==> config.mk <==
export PLATFORM = sky130hd
export DESIGN_NAME = mac_operand_feeder
export DESIGN_NICKNAME = d
export VERILOG_FILES = /design/src/rtl/mac_operand_feeder.sv
export SDC_FILE = /design/constraint.sdc
export NUM_CORES = 1
export LEC_CHECK = 0
export CAP_MARGIN = 40
export CORE_MARGIN = 5
export CORE_UTILIZATION = 40
export CTS_CLUSTER_SIZE = 8
export DETAILED_ROUTE_END_ITERATION = 8
export PLACE_DENSITY_LB_ADDON = 0.05
export SETUP_SLACK_MARGIN = 0.5
export SKIP_LAST_GASP = 1
export SLEW_MARGIN = 30
export SYNTH_ARGS = -nofsm -noshare
export SYNTH_HDL_FRONTEND = slang
export SYNTH_SLANG_ARGS = --single-unit
export TNS_END_PERCENT = 20
==> constraint.sdc <==
create_clock -name sys_clock -period 4.29 [get_ports sys_clock]
set_input_delay 0.6435 -clock sys_clock [delete_from_list [all_inputs] [get_ports sys_clock]]
set_output_delay 0.6435 -clock sys_clock [all_outputs]
set_load 0.05 [all_outputs]
==> src/rtl/mac_operand_feeder.sv <==
`default_nettype none
// ============================================================================
// Module   : mac_operand_feeder
// Purpose  : Producer side of the MAC operand interface. Buffers upstream
//            operand pairs in a small FIFO, groups them into dot-product
//            vectors of VEC_LEN terms, clears the MAC accumulator before each
//            vector and pulses vec_done when the vector result is valid.
// Options  : MAC_FEEDER_ZERO_SKIP_EN - pairs with a zero operand still count
//            as a term but do not raise mac_load (operands driven to zero).
// Revision : 1.0 - initial release
// ============================================================================
module mac_operand_feeder #(
    parameter int DATA_W  = 4,
    parameter int DEPTH   = 8,
    parameter int VEC_LEN = 4
) (
    input  logic                           sys_clock,
    input  logic                           sclr,
    input  logic                           in_valid,
    output logic                           in_ready,
    input  logic [DATA_W-1:0]              in_a,
    input  logic [DATA_W-1:0]              in_b,
    output logic [DATA_W-1:0]              mac_a,
    output logic [DATA_W-1:0]              mac_b,
    output logic                           mac_load,
    output logic                           mac_sclr,
    output logic                           vec_done,
    output logic [$clog2(VEC_LEN+1)-1:0]   term_cnt,
    output logic                           busy
);

    localparam int PTR_W = (DEPTH > 1) ? $clog2(DEPTH) : 1;
    localparam int CNT_W = $clog2(DEPTH + 1);
    localparam int TC_W  = $clog2(VEC_LEN + 1);

    localparam logic [CNT_W-1:0] FULL_CNT  = CNT_W'(DEPTH);
    localparam logic [CNT_W-1:0] CNT_ONE   = CNT_W'(1);
    localparam logic [PTR_W-1:0] PTR_ONE   = PTR_W'(1);
    localparam logic [TC_W-1:0]  TC_ONE    = TC_W'(1);
    localparam logic [TC_W-1:0]  LAST_TERM = TC_W'(VEC_LEN - 1);

    typedef enum logic [1:0] {
        IDLE  = 2'd0,
        CLEAR = 2'd1,
        FEED  = 2'd2,
        DONE  = 2'd3
    } state_t;

    state_t                  state;
    logic [2*DATA_W-1:0]     mem [DEPTH];
    logic [PTR_W-1:0]        wr_ptr;
    logic [PTR_W-1:0]        rd_ptr;
    logic [CNT_W-1:0]        fifo_cnt;
    logic                    fifo_empty;
    logic                    push;
    logic                    pop;
    logic [DATA_W-1:0]       head_a;
    logic [DATA_W-1:0]       head_b;
    logic                    skip;
    // Delays the completion pulse one cycle so it lines up with the MAC
    // register holding the final accumulated value.
    logic                    done_pend;

    // A full FIFO refuses a push even when a pop happens in the same cycle.
    assign in_ready   = (fifo_cnt != FULL_CNT);
    assign fifo_empty = (fifo_cnt == '0);
    assign push       = in_valid && in_ready;
    assign pop        = (state == FEED) && !fifo_empty;
    assign head_a     = mem[rd_ptr][2*DATA_W-1:DATA_W];
    assign head_b     = mem[rd_ptr][DATA_W-1:0];
    assign busy       = (state != IDLE);

`ifdef MAC_FEEDER_ZERO_SKIP_EN
    // A zero operand contributes nothing, so the load is suppressed.
    assign skip = (head_a == '0) || (head_b == '0);
`else
    assign skip = 1'b0;
`endif

    // FIFO storage write; contents need no reset since the count gates reads.
    always_ff @(posedge sys_clock) begin
        if (push) begin
            mem[wr_ptr] <= {in_a, in_b};
        end
    end

    // FIFO pointers and occupancy; pointers wrap naturally at DEPTH.
    always_ff @(posedge sys_clock) begin
        if (sclr) begin
            wr_ptr   <= '0;
            rd_ptr   <= '0;
            fifo_cnt <= '0;
        end else begin
            if (push) begin
                wr_ptr <= wr_ptr + PTR_ONE;
            end
            if (pop) begin
                rd_ptr <= rd_ptr + PTR_ONE;
            end
            case ({push, pop})
                2'b10:   fifo_cnt <= fifo_cnt + CNT_ONE;
                2'b01:   fifo_cnt <= fifo_cnt - CNT_ONE;
                default: fifo_cnt <= fifo_cnt;
            endcase
        end
    end

    // Vector sequencer with registered MAC-side outputs.
    always_ff @(posedge sys_clock) begin
        if (sclr) begin
            state     <= IDLE;
            mac_a     <= '0;
            mac_b     <= '0;
            mac_load  <= 1'b0;
            mac_sclr  <= 1'b0;
            vec_done  <= 1'b0;
            done_pend <= 1'b0;
            term_cnt  <= '0;
        end else begin
            mac_load  <= 1'b0;
            mac_sclr  <= 1'b0;
            vec_done  <= done_pend;
            done_pend <= 1'b0;
            case (state)
                IDLE: begin
                    if (!fifo_empty) begin
                        state <= CLEAR;
                    end
                end
                CLEAR: begin
                    mac_sclr <= 1'b1;
                    term_cnt <= '0;
                    state    <= FEED;
                end
                FEED: begin
                    // An empty FIFO stalls here with operands held.
                    if (!fifo_empty) begin
                        term_cnt <= term_cnt + TC_ONE;
                        if (skip) begin
                            mac_a <= '0;
                            mac_b <= '0;
                        end else begin
                            mac_a    <= head_a;
                            mac_b    <= head_b;
                            mac_load <= 1'b1;
                        end
                        if (term_cnt == LAST_TERM) begin
                            state <= DONE;
                        end
                    end
                end
                DONE: begin
                    done_pend <= 1'b1;
                    state     <= fifo_empty ? IDLE : CLEAR;
                end
                default: begin
                    state <= IDLE;
                end
            endcase
        end
    end

endmodule
`default_nettype wire

# [Yosys cells after proc, flatten, opt, wreduce, memory -nomap -nowiden]
# Memory sizes are Yosys's and may differ from the RTL's. A register that Yosys moved wholly into a read port is not among the register bits.
# Cells that the tools add are included.
[word_totals] ram_bits=64 n_memories=1 in_bits=11 word_cells=52 out_inout_bits=16 regBits=19
[op_classes] muxes=13 reduce_logical=12 addsub=5 bitwise_logic=2 n_eq_ne=10
[mem_list] memory="mem" depth=8 word_bits=8 read_ports=1 rd_clocked_by_memory_dff=1 write_ports=1 line_no="50" text="logic [2*DATA_W-1:0] mem [DEPTH];"
[op_table] op="$add 3x1->3 const B" n=3
[op_table] op="$pmux 2 s4" n=1
[op_table] op="$pmux 4 s2" n=1
[op_table] op="$eq 2x2->1 const B" n=3
[op_table] op="$mux 1" n=6
[op_table] op="$mux 2" n=3
[op_table] op="$pmux 3 s2" n=1
[op_table] op="$reduce_bool 2->1" n=3
[op_table] op="$add 4x1->4 const B" n=1
[op_table] op="$eq 2x1->1 const B" n=2
[op_table] op="$logic_not 4->1" n=1
[op_table] op="$ne 2x2->1 const B" n=2
[op_table] op="$ne 4x4->1 const B" n=1
[op_table] op="$reduce_and 2->1" n=2
[op_table] op="$sub 4x1->4 const B" n=1
[op_table] op="$eq 3x2->1 const B" n=1
[op_table] op="$mux 3" n=1
[op_table] op="$reduce_and 3->1" n=1
[op_table] op="$logic_and 1x1->1" n=2
[op_table] op="$logic_not 2->1" n=1
[op_table] op="$ne 2x1->1 const B" n=1
[op_table] op="$not 1->1" n=2
[op_table] op="$reduce_or 2->1" n=1
[op_table] op="$logic_not 1->1" n=1

# [Logic depth before layout (Yosys ltp)]
[depth] ltp_word=5 depth_mapped=12 depth_no_buf=10

# [Worst setup path after synthesis]
# Ideal clock, no wire load.
[synth_timing] path_kind="reg2reg" from="register fifo_cnt[1]" to="register fifo_cnt[3]" stages_incl_launch_ff=11 t_arrival_ns=2.491 path_buffers=3 slack_ns=1.678 synth_period_minus_slack_ns=2.612 required_ns=4.169 setup_ns=0.121 path_cell_list="dfxtp_1 buf_6 or4b_1 buf_2 nand2_2 ha_1 clkbuf_1 nor4b_1 o21ai_0 o31ai_1 mux2_2"
[synth_via] elab_cells_between_ends=11 cone_classes="2 x add/sub; 3 x eq/ne; 1 x mux; 5 x reduce/logical"
[synth_lines] item="start, declared" line_no="53" text="logic [CNT_W-1:0] fifo_cnt;"
[synth_lines] item="start signal, assigned" line_no="101" text="2'b10: fifo_cnt <= fifo_cnt + CNT_ONE;"
[synth_lines] item="start signal, assigned" line_no="102" text="2'b01: fifo_cnt <= fifo_cnt - CNT_ONE;"
[synth_lines] item="start signal, assigned" line_no="103" text="default: fifo_cnt <= fifo_cnt;"
[synth_lines] item="$ne 4x4->1 *" line_no="65" text="assign in_ready = (fifo_cnt != FULL_CNT);"
[synth_lines] item="net in_ready" line_no="20" text="output logic in_ready,"
[synth_lines] item="$logic_and 1x1->1 *" line_no="67" text="assign push = in_valid && in_ready;"
[synth_lines] item="$eq 2x1->1 / $eq 2x2->1 (equally long branches)" line_no="100" text="case ({push, pop})"
[synth_lines] item="$pmux 4 s2 / $reduce_bool 2->1 (equally long branches)"
# The timed path passes the listed nets; every way through them passes the cells marked *.
# A chain may end at the register's enable or synchronous reset.

# [Final worst setup path]
[layout_timing] from="register fifo_cnt[1]" to="output port in_ready"
[layout_via] elab_chain_len=1
[layout_rtl] item="$ne 4x4->1" line_no="65"
[layout_rtl] item="end, declared" line_no="20"
# Every way passes these cells.

==> results.json <==
{
  "syn_to_final_growth_pct": 16.8,
  "p_leak_nw": 1.42,
  "routed_wirelength_um": 6920,
  "clock.fmax_ghz": 0.358,
  "crit_required_ns": 3.65,
  "cts_resized": 0,
  "coreArea_um2": 8810,
  "cp_slowest_stage_delay_ns": 0.75,
  "drtPass1Iterations": 4,
  "ys_warn_count": 0,
  "fin_crit_sh": 0.651,
  "initial_utilization": 0.415,
  "max_slew.worst_pin.slew_ns": 0.502,
  "end_kind": "output pin",
  "p_per_area_nw_per_um2": 470,
  "vdd_ir_drop_max_v": 0.000186,
  "startpoint_type": "flip-flop",
  "synth_nets": 259,
  "rsz0062_at_grt": "no",
  "clkSlewWorstSetupHoldPaths_ns": 0.09,
  "yosysUniqueCellTypes": 38,
  "cts_hold_buffers": 0,
  "finalCriticalPeriod_ns": 2.79,
  "cp.arrival_ns": 2.15,
  "cap_violations": 0,
  "finalSetupViolCount": 0,
  "status": "completed",
  "yosysSeqAreaShare": 0.674,
  "globalplace.congestion": 0.776,
  "diodes": 0,
  "mostFrequentLayoutCell": "edfxtp_1",
  "netlist_area_um2": 3660,
  "finalSetupTns_ns": 0,
  "die-area_um2": 11200,
  "grt_pass1_wl_um": 11600,
  "die_y_um": 106,
  "syn_avg_cell_area_um2": 15.5,
  "cts.htree.levels": 3,
  "r2r_cells": 9,
  "finalInstanceArea_um2": 4270,
  "ys.flop_type": "edfxtp_1",
  "ios": 27,
  "drc_errors": 0,
  "post_cts_buffers": 0,
  "clkSinkCount": 91,
  "finalHoldViolations": 0,
  "vias": 2026,
  "grt_pass1_vias": 2123,
  "crit_chain": "or4b_1 > clkdlybuf4s50_1",
  "numCtsBuffers": 9,
  "num-nets-final": 296,
  "slew_violations": 0,
  "min_path_cells": 1,
  "critPathKind": "flip-flop to output pin",
  "slew-limit-headroom": 0.664,
  "critPathSlowestCell": "clkdlybuf4s50_1",
  "dp_hpwl_um": 4670,
  "layout-drive-gt1-share": 0.183,
  "antenna_found_initial": 0,
  "ys_async_sr_fraction": 0,
  "drt_iter0_drc": 51,
  "layout_common_cells": "64 x edfxtp_1, 27 x dfxtp_1, 26 x clkdlybuf4s50_1",
  "wl_per_cell_um": 17.9,
  "viasPerCell": 5.25,
  "ant_nets": 0,
  "cts_tree": "yes",
  "port_buffers": 26,
  "ys_seq_elements": 91,
  "root_buffer": "clkbuf_8",
  "placed_cell_area_um2": 4080,
  "hold_class": "flip-flop to flip-flop",
  "num_rows": 34,
  "clock_latency_ns": 0.35,
  "grt_max_degree": 18,
  "synth_edf_count": 64,
  "track_usage": 0.137,
  "clock_path_buffers": 2,
  "syn_inst": 236,
  "cp_max_fo": 10,
  "clock_skew_ns": 0.00963,
  "die_x_um": 106,
  "overflow": 0
}
-- final timing paths --
| check | from | endpoint | slack [ns] |
|---|---|---|---|
| max reg2reg | fifo_cnt[1]$_SDFFE_PP0P_ | fifo_cnt[2]$_SDFFE_PP0P_ | 1.69 |
| max | fifo_cnt[1]$_SDFFE_PP0P_ | in_ready | 1.50 |
| min | done_pend$_SDFF_PP0_ | vec_done$_SDFF_PP0_ | 0.44 |
| min reg2reg | done_pend$_SDFF_PP0_ | vec_done$_SDFF_PP0_ | 0.44 |
-- area by class of cell --
| type | count | area [µm²] |
|---|---|---|
| Clock inverter | 7 | 53.8 |
| Tap cell | 108 | 135 |
| Timing Repair Buffer | 39 | 369 |
| Fill cell | 776 | 4530 |
| Sequential cell | 91 | 2460 |
| Multi-Input combinational cell | 126 | 1100 |
| Inverter | 6 | 22.5 |
| Clock buffer | 9 | 124 |
-- where the power goes --
group          switching [mW]  internal, mW
Sequential             0.0475         0.993
Clock                   0.310         0.213
Combinational           0.259         0.183
Total                   0.616          1.39
-- routing by layer --
layer	part of all wire	global-route usage
met5	0	0
met4	0.017	0.0500
met3	0.029	0.0269
met2	0.48	0.219
met1	0.47	0.186
-- stage by stage --
stage	util	setup WS, ns	instances	hold WS [ns]	power [mW]
after floorplan	-	1.68	236	0.414	1.38
after global placement	0.459	1.59	365	0.421	1.50
after detailed placement	0.463	1.55	369	0.420	1.51
after CTS	0.483	1.47	385	0.442	2.03
after global routing	0.485	1.41	386	0.461	2.12
final	0.485	1.50	386	0.440	2.01
-- sequential cells by signal, summed over array words and instances (netlist names), 2 cells and up --
| signal | flops |
|---|---|
| wr_ptr | 3 |
| rd_ptr | 3 |
| fifo_cnt | 4 |
| state | 2 |
| term_cnt | 3 |
| mac_a | 4 |
| mac_b | 4 |
| mem | 64 |
-- cells by family after synthesis --
| group | count (synthesis) | share of synthesized area |
|---|---|---|
| XOR/XNOR | 7 | 0.0168 |
| flip-flops | 91 | 0.674 |
| AND/OR/NAND/NOR | 61 | 0.0842 |
| multiplexers | 20 | 0.110 |
| buffers and inverters | 19 | 0.0260 |
| AO/OA/AOI/OAI | 26 | 0.0486 |
| adder cells (fa/ha/maj) | 12 | 0.0411 |
-- Yosys cell counts, types with 2 or more instances --
cell	instances	area share
edfxtp_1	64	0.53
nand2_1	6	0.0062
mux2i_1	3	0.0082
clkbuf_1	4	0.0041
a211oi_1	2	0.0041
nor2_1	21	0.022
nor2b_1	5	0.0086
inv_1	6	0.0062
ha_1	12	0.041
nand3_1	3	0.0041
nor3_1	14	0.019
o22ai_1	8	0.014
dfxtp_1	27	0.15
o21ai_0	3	0.0041
xor2_1	6	0.014
nand2b_1	4	0.0068
buf_2	4	0.0055
buf_4	3	0.0062
nor4_1	2	0.0034
mux4_2	16	0.099
a21oi_1	6	0.0082
-- critical path, delay by kind of cell, from the launching register on --
family,cells,cell delay [ns]
buffers and inverters,1,0.75
AND/OR/NAND/NOR,1,0.64
flip-flops,1,0.41
(Power assumes the default switching activity.)
